==> config.mk <==
export PLATFORM = sky130hd
export DESIGN_NAME = adder_4bit_seq_flat
export DESIGN_NICKNAME = d
export VERILOG_FILES = /design/src/rtl/adder_4bit_pkg.sv /design/src/rtl/adder_4bit_seq_if.sv /design/src/rtl/adder_4bit_seq_full_adder_1bit.sv /design/src/rtl/adder_4bit_seq.sv /design/src/flat_wrapper.sv
export SDC_FILE = /design/constraint.sdc
export NUM_CORES = 1
export LEC_CHECK = 0
export CAP_MARGIN = 20
export CORE_AREA = 2 2 39 41
export CTS_CLUSTER_SIZE = 28
export DETAILED_ROUTE_END_ITERATION = 16
export DIE_AREA = 0 0 41 43
export GPL_TIMING_DRIVEN = 0
export HOLD_SLACK_MARGIN = 0.02
export SYNTH_ARGS = -nofsm -noshare
export SYNTH_HDL_FRONTEND = slang
export SYNTH_SLANG_ARGS = --single-unit
==> constraint.sdc <==
create_clock -name clk -period 2 [get_ports clk]
set_input_delay 0.5 -clock clk [delete_from_list [all_inputs] [get_ports clk]]
set_output_delay 0.5 -clock clk [all_outputs]
set_load 0.02 [all_outputs]
==> src/rtl/adder_4bit_pkg.sv <==
// Shared width constant and result types for the registered 4-bit ripple-carry adder.
// Optional signed-overflow output is enabled by defining ADDER_4BIT_OVF_EN.
package adder_4bit_pkg;

   localparam int WIDTH = 4;

   typedef logic [WIDTH-1:0] nibble_t;

   typedef struct packed {
      nibble_t sum;
      logic    cout;
   } add_res_t;

endpackage : adder_4bit_pkg

==> src/rtl/adder_4bit_seq_if.sv <==
// Operand/result bundle for adder_4bit_seq; V exists only when ADDER_4BIT_OVF_EN is defined.
// No handshake: the master drives operands every cycle and the slave returns registered results.
interface adder_4bit_seq_if;
   import adder_4bit_pkg::*;

   nibble_t A;
   nibble_t B;
   logic    C_in;
   nibble_t S;
   logic    C_out;
`ifdef ADDER_4BIT_OVF_EN
   logic    V;
`endif

`ifdef ADDER_4BIT_OVF_EN
   modport master (output A, output B, output C_in, input S, input C_out, input V);
   modport slave  (input A, input B, input C_in, output S, output C_out, output V);
`else
   modport master (output A, output B, output C_in, input S, input C_out);
   modport slave  (input A, input B, input C_in, output S, output C_out);
`endif

endinterface : adder_4bit_seq_if

==> src/rtl/adder_4bit_seq_full_adder_1bit.sv <==
// Single-bit full adder cell; one stage of the adder_4bit_seq ripple chain.
module full_adder_1bit (
   input  logic a,
   input  logic b,
   input  logic cin,
   output logic s,
   output logic cout
);

   logic p;

   assign p    = a ^ b;
   assign s    = p ^ cin;
   assign cout = (a & b) | (cin & p);

endmodule : full_adder_1bit

==> src/rtl/adder_4bit_seq.sv <==
// Registered 4-bit ripple-carry adder: {C_out,S} = A + B + C_in, one cycle of latency.
// Define ADDER_4BIT_OVF_EN to add the registered two's-complement overflow flag V.
module adder_4bit_seq
   import adder_4bit_pkg::*;
(
   input  logic            clk,
   input  logic            rst,
   adder_4bit_seq_if.slave bus
);

   logic [WIDTH:0] carry;
   nibble_t        sum_comb;
   add_res_t       res_d;
   add_res_t       res_q;

   assign carry[0] = bus.C_in;

   for (genvar i = 0; i < WIDTH; i++) begin : g_chain
      full_adder_1bit u_fa (
         .a    (bus.A[i]),
         .b    (bus.B[i]),
         .cin  (carry[i]),
         .s    (sum_comb[i]),
         .cout (carry[i+1])
      );
   end

   always_comb begin
      res_d      = '0;
      res_d.sum  = sum_comb;
      res_d.cout = carry[WIDTH];
   end

   // Output register stage
   always_ff @(posedge clk) begin
      if (rst) begin
         res_q <= '0;
      end else begin
         res_q <= res_d;
      end
   end

   assign bus.S     = res_q.sum;
   assign bus.C_out = res_q.cout;

`ifdef ADDER_4BIT_OVF_EN
   logic v_d;
   logic v_q;

   // Overflow when carry into and out of the sign bit disagree
   assign v_d = carry[WIDTH] ^ carry[WIDTH-1];

   always_ff @(posedge clk) begin
      if (rst) begin
         v_q <= 1'b0;
      end else begin
         v_q <= v_d;
      end
   end

   assign bus.V = v_q;
`endif

endmodule : adder_4bit_seq

==> src/flat_wrapper.sv <==
// flat-port wrapper written by rule: the top's interface ports become plain ports
module adder_4bit_seq_flat import adder_4bit_pkg::*;
  (clk, rst, bus_A, bus_B, bus_C_in, bus_S, bus_C_out);
  adder_4bit_seq_if bus_i ();
  input  logic clk;
  input  logic rst;
  input wire logic [$bits(bus_i.A)-1:0] bus_A;
  input wire logic [$bits(bus_i.B)-1:0] bus_B;
  input wire logic [$bits(bus_i.C_in)-1:0] bus_C_in;
  output wire logic [$bits(bus_i.S)-1:0] bus_S;
  output wire logic [$bits(bus_i.C_out)-1:0] bus_C_out;
  assign bus_i.A = bus_A;
  assign bus_i.B = bus_B;
  assign bus_i.C_in = bus_C_in;
  assign bus_S = bus_i.S;
  assign bus_C_out = bus_i.C_out;
  adder_4bit_seq u_core (.clk(clk), .rst(rst), .bus(bus_i));
endmodule
## Word-level counts from Yosys, hierarchy flattened

Index checks and enable logic that the tools add are counted.

- Register bits: 5

- Bitwise logic cells: 20

Operators by type and width:

| operator | count |
|---|---|
| 1-bit AND | 8 |
| 1-bit XOR | 8 |
| 1-bit bitwise OR | 4 |

## Depth between registers and ports, before layout

Gate-level depths: netlist of run 1.

- Depth after elaboration: 9
- Mapped depth: 8
- Mapped depth without buffers: 8

## By module

From an unflattened synthesis of run 1, not the netlist that was laid out.

- Cells, all modules: 14
- Area total of the unflattened synthesis: 211.5 µm²

By module, submodules not included:

| module | instances | cells each | area each (µm²) |
|---|---|---|---|
| adder_4bit_seq | 1 | 10 | 131.4 |
| full_adder_1bit | 4 | 1 | 20.0 |

## Worst setup path before layout of run 1

OpenSTA, ideal clock, no wires.

- Path type: input to register
- From: input bus_C_in
- To: register u_core.res_q (netlist bit u_core.bus.S[3])
- Setup time: 0.064 ns
- Arrival: 2.033 ns
- Data required time: 1.936 ns
- Setup slack: -0.097 ns
- Stages on the path: 8
- Buffers on the path: 0
- Path through: inv_1 -> fa_1 -> inv_1 -> fa_1 -> fa_1 -> inv_1 -> fa_1 -> nor2_1

- Word-level cells in the longest chain between the ends: 7

Ends and longest elaborated chain:

| item | line | text |
|---|---|---|
| start, declared | flat_wrapper.sv:9 | `input wire logic [$bits(bus_i.C_in)-1:0] bus_C_in;` |
| 1-bit AND | adder_4bit_seq_full_adder_1bit.sv:14 | `assign cout = (a & b) \| (cin & p);` |
| 1-bit bitwise OR | adder_4bit_seq_full_adder_1bit.sv:14 |  |
| 1-bit AND | adder_4bit_seq_full_adder_1bit.sv:14 |  |
| 1-bit bitwise OR | adder_4bit_seq_full_adder_1bit.sv:14 |  |
| 1-bit AND | adder_4bit_seq_full_adder_1bit.sv:14 |  |
| 1-bit bitwise OR | adder_4bit_seq_full_adder_1bit.sv:14 |  |
| 1-bit XOR | adder_4bit_seq_full_adder_1bit.sv:13 | `assign s = p ^ cin;` |
| end signal, assigned | adder_4bit_seq.sv:39 | `res_q <= res_d;` |
| end, declared | adder_4bit_seq.sv:14 | `add_res_t res_q;` |

No other way between the ends.
A chain may end at the register's enable or synchronous reset.

## Worst setup path in the final report of run 1

- From: input bus_B[0]
- To: register u_core.res_q (netlist bit u_core.bus.S[3])

- Word-level cells in the longest chain between the ends: 8
- Elaborated cells between the ends (all ways): 9
- Those cells by class: bitwise (9)

Ends and longest elaborated chain:

| item | line | text |
|---|---|---|
| start, declared | flat_wrapper.sv:8 | `input wire logic [$bits(bus_i.B)-1:0] bus_B;` |
| 1-bit XOR | adder_4bit_seq_full_adder_1bit.sv:12 | `assign p = a ^ b;` |
| 1-bit AND | adder_4bit_seq_full_adder_1bit.sv:14 |  |
| 1-bit bitwise OR (*) | adder_4bit_seq_full_adder_1bit.sv:14 |  |
| 1-bit AND (*) | adder_4bit_seq_full_adder_1bit.sv:14 |  |
| 1-bit bitwise OR (*) | adder_4bit_seq_full_adder_1bit.sv:14 |  |
| 1-bit AND (*) | adder_4bit_seq_full_adder_1bit.sv:14 |  |
| 1-bit bitwise OR (*) | adder_4bit_seq_full_adder_1bit.sv:14 |  |
| 1-bit XOR (*) | adder_4bit_seq_full_adder_1bit.sv:13 |  |

Mark *: on every way between the ends. The rest lies on a longest branch, timed or not.

==> results.sh, run 1 <==
export IMPL_setup_viol=0
export IMPL_post_route_period_util=0.954
export IMPL_tightestPinTransition_ns=0.210
export IMPL_drt_initial_drc_count=0
export IMPL_crit_fanout=1
export IMPL_clk_pin_slew_ns=0.04
export IMPL_hold_viol_final=0
export IMPL_grt_max_degree=6
export IMPL_fin_nets=56
export IMPL_ctsHoldBuffers=0
export IMPL_dp_cells=52
export IMPL_gr_total_overflow=0
export IMPL_wirelength_um=364
export IMPL_grt_pass1_vias=184
export IMPL_gp_congestion=0.599
export IMPL_core_area_um2=1380
export IMPL_die_w_um=41
export IMPL_ys_ff_latch=5
export IMPL_cts_max_path_buffers=2
export IMPL_cts_buffers=3
export IMPL_drive_gt1_frac=0.350
export IMPL_avgSynthCellArea_um2=11.0
export IMPL_ant_nets=0
export IMPL_path_cells="buf_2 > inv_2 > fa_2 > inv_2 > fa_2 > fa_2 > inv_2 > fa_1 > nor2_1"
export IMPL_area_growth_syn_to_layout_pct=83.7
export IMPL_ys_types=5
export IMPL_syn_area_um2=230
export IMPL_drc=0
export IMPL_layout_cells_most_common="clkdlybuf4s50_1"
export IMPL_cts_setup_buffers=0
export IMPL_cts_root_buf="clkbuf_4"
export IMPL_numClockSinks=5
export IMPL_ys_seq_area_frac=0.435
export IMPL_cts_tree="yes"
export IMPL_start_util=0.166
export IMPL_diodes=0
export IMPL_netlist_instances=21
export IMPL_portBuffers=15
export IMPL_max_stage_delay_ns=0.39
export IMPL_multiInputGateArea_um2=111
export IMPL_grt_pass1_wl_um=565
export IMPL_layout_common_cells="clkdlybuf4s50_1 (10), inv_2 (5), dfxtp_1 (5)"
export IMPL_dieArea_um2=1760
export IMPL_first_pass_iters=1
export IMPL_htreeDepth=1
export IMPL_slew_headroom=0.859
export IMPL_crit_path_top_delay_cell="fa_1"
export IMPL_max_freq_ghz=0.524
export IMPL_cp_required_ns=2.17
export IMPL_maxCapViolCount=0
export IMPL_path_class="primary input to register"
export IMPL_status="finished clean"
export IMPL_die_h_um=43
export IMPL_cp_end_kind="register"
export IMPL_drv_slew=0
export IMPL_power_density_nw_per_um2=729
export IMPL_vias_per_cell=3.30
export IMPL_wl_per_cell_um=6.50
export IMPL_fin_cells=56
export IMPL_critPathLaunchType="primary input"
export IMPL_fin_area_um2=423
export IMPL_setup_tns_ns=0
export IMPL_hp_class="primary input to register"
export IMPL_placed_cell_area_um2=405
export IMPL_min_path_cells=4
export IMPL_ir_drop_mv=0.143
export IMPL_rsz0062_at_grt="no"
export IMPL_leakage_uw=0.000188
export IMPL_syn_nets=36
export IMPL_fillers=162
export IMPL_yosys_warnings=0
export IMPL_row_count=14
export IMPL_seqCellArea_um2=100
export IMPL_ios=16
export IMPL_cp_arrival_ns=2.08
export IMPL_grt_total_usage=0.0535
export IMPL_fin_crit_ns=1.91
export IMPL_vias=185
export IMPL_antenna_found_initial=0
-- power by group --
group          total, uW  switching (uW)  internal, uW
Sequential           114            2.57           111
Clock                113            37.8          75.2
Combinational       81.4            35.9          45.5
Total                308            76.3           232
-- sequential cells by signal (all words and copies together), names as in the netlist --
| name | count |
|---|---|
| u_core.bus.C_out | 1 |
| u_core.bus.S | 4 |
-- critical path: cells and delay by family --
family,cells,cell delay [ns]
adders and majority gates,4,1.25
buffers and inverters,4,0.24
and+or+nand+nor,1,0.09
-- routing by layer --
layer | vias to the layer above | GRT usage | part of all wire
li1 | 94 | - | -
met3 | 0 | 0 | 0.091
met5 | - | 0 | 0
met1 | 79 | 0.0459 | 0.34
met4 | 0 | 0.100 | 0
met2 | 12 | 0.0750 | 0.57
-- path summary, 6_finish.rpt --
check	startpoint	end	slack, ns
min	bus_A[0]	u_core.bus.S[0]$_SDFF_PP0_	0.67
max	bus_B[0]	u_core.bus.S[3]$_SDFF_PP0_	0.09
-- kinds of logic (layout without fill, tap and decap cells) --
logic type                 Yosys count  in the layout  synth area share
DFF                                  5              5             0.435
and+or+nand+nor                      5              5             0.103
adders and majority gates            4              4             0.348
buffers and inverters                7             26             0.114
-- cell type report --
class                           count  area share
Tap cell                           16      0.0473
Inverter                            7      0.0621
Clock buffer                        4      0.0621
Multi-Input combinational cell      9       0.263
Timing Repair Buffer               15       0.328
Sequential cell                     5       0.237
-- Yosys cell counts (all sizes together) --
library cell / count / area share
fa: 4 / 0.35
nor2b: 2 / 0.054
nor2: 3 / 0.049
inv: 7 / 0.11
dfxtp: 5 / 0.43
-- through the flow --
stage | util | hold WS, ns | power (uW) | worst slack (ns)
finish | 0.306 | 0.668 | 308 | 0.0929
global route | 0.306 | 0.679 | 328 | 0.0216
CTS | 0.306 | 0.658 | 318 | 0.00561
detailed placement | 0.293 | 1.14 | 200 | -0.536
global placement | 0.293 | 1.14 | 199 | -0.541
floorplan | - | 0.572 | 151 | -0.00609
-- timing repair --
| item | CTS | global route |
|---|---|---|
| cloned | 0 | 0 |
| setup endpoints to repair | 3 | 1 |
| pin swaps | 5 | 5 |
| endpoints found under the hold margin | 0 | 0 |
| resized for setup | 17 | 1 |
(Power assumes the default switching activity.)
==> run 2: changes to the inputs <==
--- a/config.mk
+++ b/config.mk
@@ -12,6 +12,7 @@
 export DIE_AREA = 0 0 41 43
 export GPL_TIMING_DRIVEN = 0
 export HOLD_SLACK_MARGIN = 0.02
+export PLACE_DENSITY = 0.54
 export SYNTH_ARGS = -nofsm -noshare
 export SYNTH_HDL_FRONTEND = slang
 export SYNTH_SLANG_ARGS = --single-unit
==> constraint.sdc (replaced) <==
create_clock -name clk -period 2 [get_ports clk]
set_input_delay 0.5 -clock clk [delete_from_list [all_inputs] [get_ports clk]]
set_output_delay 0.5 -clock clk [all_outputs]
set_load 0.05 [all_outputs]
==> results.sh, run 2 (same netlist as run 1, synthesis figures left out) <==
export IMPL_die_w_um=41
export IMPL_status="finished clean"
export IMPL_grt_max_degree=6
export IMPL_path_cells="buf_2 > inv_2 > fa_2 > inv_2 > fa_2 > fa_2 > inv_2 > fa_1 > nor2_1"
export IMPL_cp_required_ns=2.17
export IMPL_fin_util=0.310
export IMPL_drv_slew=0
export IMPL_fin_area_um2=429
export IMPL_clk_pin_slew_ns=0.04
export IMPL_slew_headroom=0.673
export IMPL_leakage_uw=0.000190
export IMPL_row_count=14
export IMPL_antenna_found_initial=0
export IMPL_p_int_uw=233
export IMPL_post_route_period_util=0.961
export IMPL_area_growth_syn_to_layout_pct=86.4
export IMPL_portBuffers=15
export IMPL_vias=191
export IMPL_hold_viol_final=0
export IMPL_cp_end_kind="register"
export IMPL_cts_setup_buffers=0
export IMPL_grt_pass1_vias=165
export IMPL_power_density_nw_per_um2=777
export IMPL_max_freq_ghz=0.520
export IMPL_dp_worst_setup_slack_ns=-0.556
export IMPL_rsz0062_at_grt="no"
export IMPL_critPathLaunchType="primary input"
export IMPL_ctsHoldBuffers=0
export IMPL_grt_total_usage=0.0547
export IMPL_layout_setup_ws_ns=0.0777
export IMPL_ios=16
export IMPL_grt_pass1_wl_um=538
export IMPL_dp_hpwl_um=334
export IMPL_largest_reg_flops=4
export IMPL_crit_path_top_delay_cell="fa_1"
export IMPL_ir_drop_mv=0.125
export IMPL_path_buf_inv=4
export IMPL_ant_nets=0
export IMPL_layout_common_cells="clkdlybuf4s50_1 (10), inv_2 (5), dfxtp_1 (5)"
export IMPL_die_h_um=43
export IMPL_numClockSinks=5
export IMPL_first_pass_iters=3
export IMPL_wirelength_um=360
export IMPL_cp_arrival_ns=2.09
export IMPL_dieArea_um2=1760
export IMPL_layout_cells_most_common="clkdlybuf4s50_1"
export IMPL_drive_gt1_frac=0.350
export IMPL_htreeDepth=1
export IMPL_cts_tree="yes"
export IMPL_placed_cell_area_um2=405
export IMPL_cts_max_path_buffers=2
export IMPL_p_comb_frac=0.323
export IMPL_hp_class="primary input to register"
export IMPL_setup_viol=0
export IMPL_p_switching_uw=101
export IMPL_start_util=0.166
export IMPL_p_total_uw=334
export IMPL_p_clk_frac=0.335
export IMPL_sw_frac_of_total=0.301
export IMPL_maxCapViolCount=0
export IMPL_seq_power_share=0.341
export IMPL_fin_crit_ns=1.92
export IMPL_max_stage_delay_ns=0.39
export IMPL_diodes=0
export IMPL_tightestPinTransition_ns=0.489
export IMPL_drt_initial_drc_count=1
export IMPL_core_area_um2=1380
export IMPL_gr_total_overflow=0
export IMPL_fin_nets=56
export IMPL_wl_per_cell_um=6.43
export IMPL_crit_fanout=1
export IMPL_gp_congestion=0.609
export IMPL_vias_per_cell=3.41
export IMPL_cts_root_buf="clkbuf_4"
export IMPL_drc=0
export IMPL_cts_buffers=3
export IMPL_hold_ws_ns=0.655
export IMPL_cp_top_family="adder cells"
export IMPL_path_class="primary input to register"
==> run 2: power by group through the flow <==
| stage | clock (uW) | sequential [uW] | combinational, uW |
|---|---|---|---|
| floorplan | 0 | 156 | 20.5 |
| global placement | 0 | 116 | 109 |
| detailed placement | 0 | 116 | 110 |
| CTS | 118 | 114 | 111 |
| global route | 121 | 114 | 118 |
| finish | 112 | 114 | 108 |
==> run 2: path summary, 6_finish.rpt <==
path	start	to	slack, ns	depth (start not counted)
min	bus_C_in	u_core.bus.S[0]$_SDFF_PP0_	0.66	4
max	bus_B[0]	u_core.bus.S[3]$_SDFF_PP0_	0.08	9
==> run 2: area by class of cell <==
type,count,area [um^2]
multi-input cells,9,111
repair buffers,15,145
inverters,7,26.3
clock buffers,4,26.3
fillers,159,955
flip-flops and latches,5,100
well taps,16,20.0
==> run 2: routing by layer <==
layer  global-route usage  routed length [um]  vias to the layer above
met4                0.120                   0                        0
met2               0.0688                 215                        9
met1               0.0462                 119                       89
met5                    0                   0                        -
met3                    0                  26                        0
li1                     -                   -                       93
==> run 2: timing repair <==
item                                   in CTS  in global routing
setup endpoints to repair                   3                  1
pin swaps                                   5                  5
endpoints found under the hold margin       0                  0
gates resized for setup                    21                  0
==> run 2: stage by stage <==
step	cells	TNS [ns]
floorplan	21	-0.00609
global route	56	0
finish	56	0
global placement	52	-1.49
detailed placement	52	-1.54
CTS	56	0
==> run 3: changes to the inputs <==
==> constraint.sdc (replaced) <==
create_clock -name clk -period 1.7 [get_ports clk]
set_input_delay 0.425 -clock clk [delete_from_list [all_inputs] [get_ports clk]]
set_output_delay 0.425 -clock clk [all_outputs]
set_load 0.05 [all_outputs]
==> results.sh, run 3 (same netlist as run 1, synthesis figures left out) <==
export IMPL_gp_congestion=0.609
export IMPL_leakage_uw=0.000208
export IMPL_fin_crit_ns=1.83
export IMPL_p_total_uw=386
export IMPL_setup_viol=1
export IMPL_power_density_nw_per_um2=888
export IMPL_area_growth_syn_to_layout_pct=88.6
export IMPL_tightestPinTransition_ns=0.485
export IMPL_dp_cells=52
export IMPL_ios=16
export IMPL_p_comb_frac=0.313
export IMPL_vias=191
export IMPL_rsz0062_at_grt="yes"
export IMPL_dieArea_um2=1760
export IMPL_antenna_found_initial=0
export IMPL_cp_required_ns=1.87
export IMPL_violations="setup timing"
export IMPL_fin_nets=56
export IMPL_maxCapViolCount=0
export IMPL_p_switching_uw=119
export IMPL_largest_reg_flops=4
export IMPL_ant_nets=0
export IMPL_wirelength_um=359
export IMPL_numClockSinks=5
export IMPL_crit_fanout=1
export IMPL_clk_pin_slew_ns=0.04
export IMPL_layout_cells_most_common="dlygate4sd2_1"
export IMPL_cts_tree="yes"
export IMPL_p_clk_frac=0.341
export IMPL_grt_max_degree=6
export IMPL_drc=0
export IMPL_htreeDepth=1
export IMPL_post_route_period_util=1.07
export IMPL_status="finished with violations"
export IMPL_cp_arrival_ns=2.00
export IMPL_sw_frac_of_total=0.308
export IMPL_wl_per_cell_um=6.41
export IMPL_core_area_um2=1380
export IMPL_hold_viol_final=0
export IMPL_portBuffers=15
export IMPL_cp_end_kind="register"
export IMPL_grt_pass1_vias=165
export IMPL_vias_per_cell=3.41
export IMPL_die_w_um=41
export IMPL_cts_setup_buffers=0
export IMPL_fin_util=0.314
export IMPL_critical_path_startpoint="bus_B[0]"
export IMPL_die_h_um=43
export IMPL_cts_max_path_buffers=2
export IMPL_row_count=14
export IMPL_ctsHoldBuffers=0
export IMPL_dp_hpwl_um=334
export IMPL_layout_setup_ws_ns=-0.126
export IMPL_cts_buffers=3
export IMPL_max_freq_ghz=0.548
export IMPL_fin_cells=56
export IMPL_drv_slew=0
export IMPL_drive_gt1_frac=0.350
export IMPL_cts_root_buf="clkbuf_4"
export IMPL_slew_headroom=0.678
export IMPL_grt_pass1_wl_um=538
export IMPL_first_pass_iters=2
export IMPL_gr_total_overflow=0
export IMPL_p_int_uw=267
export IMPL_path_class="primary input to register"
export IMPL_ir_drop_mv=0.147
export IMPL_grt_total_usage=0.0547
export IMPL_layout_common_cells="dlygate4sd2_1 (7), clkdlybuf4s50_1 (5), dfxtp_1 (5)"
export IMPL_start_util=0.166
export IMPL_hp_class="primary input to register"
export IMPL_drt_initial_drc_count=1
export IMPL_critPathLaunchType="primary input"
export IMPL_seq_power_share=0.346
export IMPL_min_delay_start="bus_C_in"
export IMPL_diodes=0
## run 3: final timing paths
kind | end | slack, ns | cells after the start
max | u_core.bus.S[3]$_SDFF_PP0_ | -0.13 | 9
min | u_core.bus.S[0]$_SDFF_PP0_ | 0.58 | 4
## run 3: routing by layer
layer	part of all wire	routed length, um	track usage
met3	0.078	28	0
met1	0.32	115	0.0462
met4	0	0	0.120
met2	0.60	215	0.0688
met5	0	0	0
## run 3: power by group through the flow
stage	Sequential, uW	Combinational (uW)	Clock [uW]
3_5_place_dp	136	129	0
6_report	133	121	132
4_1_cts	133	122	138
5_1_grt	134	133	142
3_3_place_gp	136	128	0
2_1_floorplan	184	24.1	0
## run 3: critical path, cell delays in order
cell and delay (ns):
buf_6 0.09, inv_4 0.04, fa_2 0.19, inv_2 0.03
fa_2 0.33, fa_2 0.35, inv_2 0.06, fa_1 0.39
nor2_1 0.09
## run 3: what timing repair did
| action | 4_1_cts | 5_1_grt |
|---|---|---|
| hold endpoints to repair | 0 | 0 |
| pin swaps | 5 | 5 |
| setup endpoints to repair | 9 | 2 |
| resized for setup | 27 | 2 |
## run 3: layout make-up
type / instances / area [um^2]
Clock buffer: 4 / 26.3
Fill cell: 154 / 950
Inverter: 7 / 31.3
Multi-Input combinational cell: 9 / 111
Sequential cell: 5 / 100
Tap cell: 16 / 20.0
Timing Repair Buffer: 15 / 145
## run 3: through the flow
| step | hold slack, ns | setup TNS, ns | worst slack [ns] | cell area [um^2] |
|---|---|---|---|---|
| after global routing | 0.592 | -0.183 | -0.183 | 434 |
| after CTS | 0.584 | -0.219 | -0.214 | 425 |
| after detailed placement | 1.08 | -2.44 | -0.781 | 405 |
| final | 0.578 | -0.126 | -0.126 | 434 |
| after global placement | 1.07 | -2.39 | -0.770 | 405 |
| after floorplan | 0.497 | -0.395 | -0.231 | 235 |
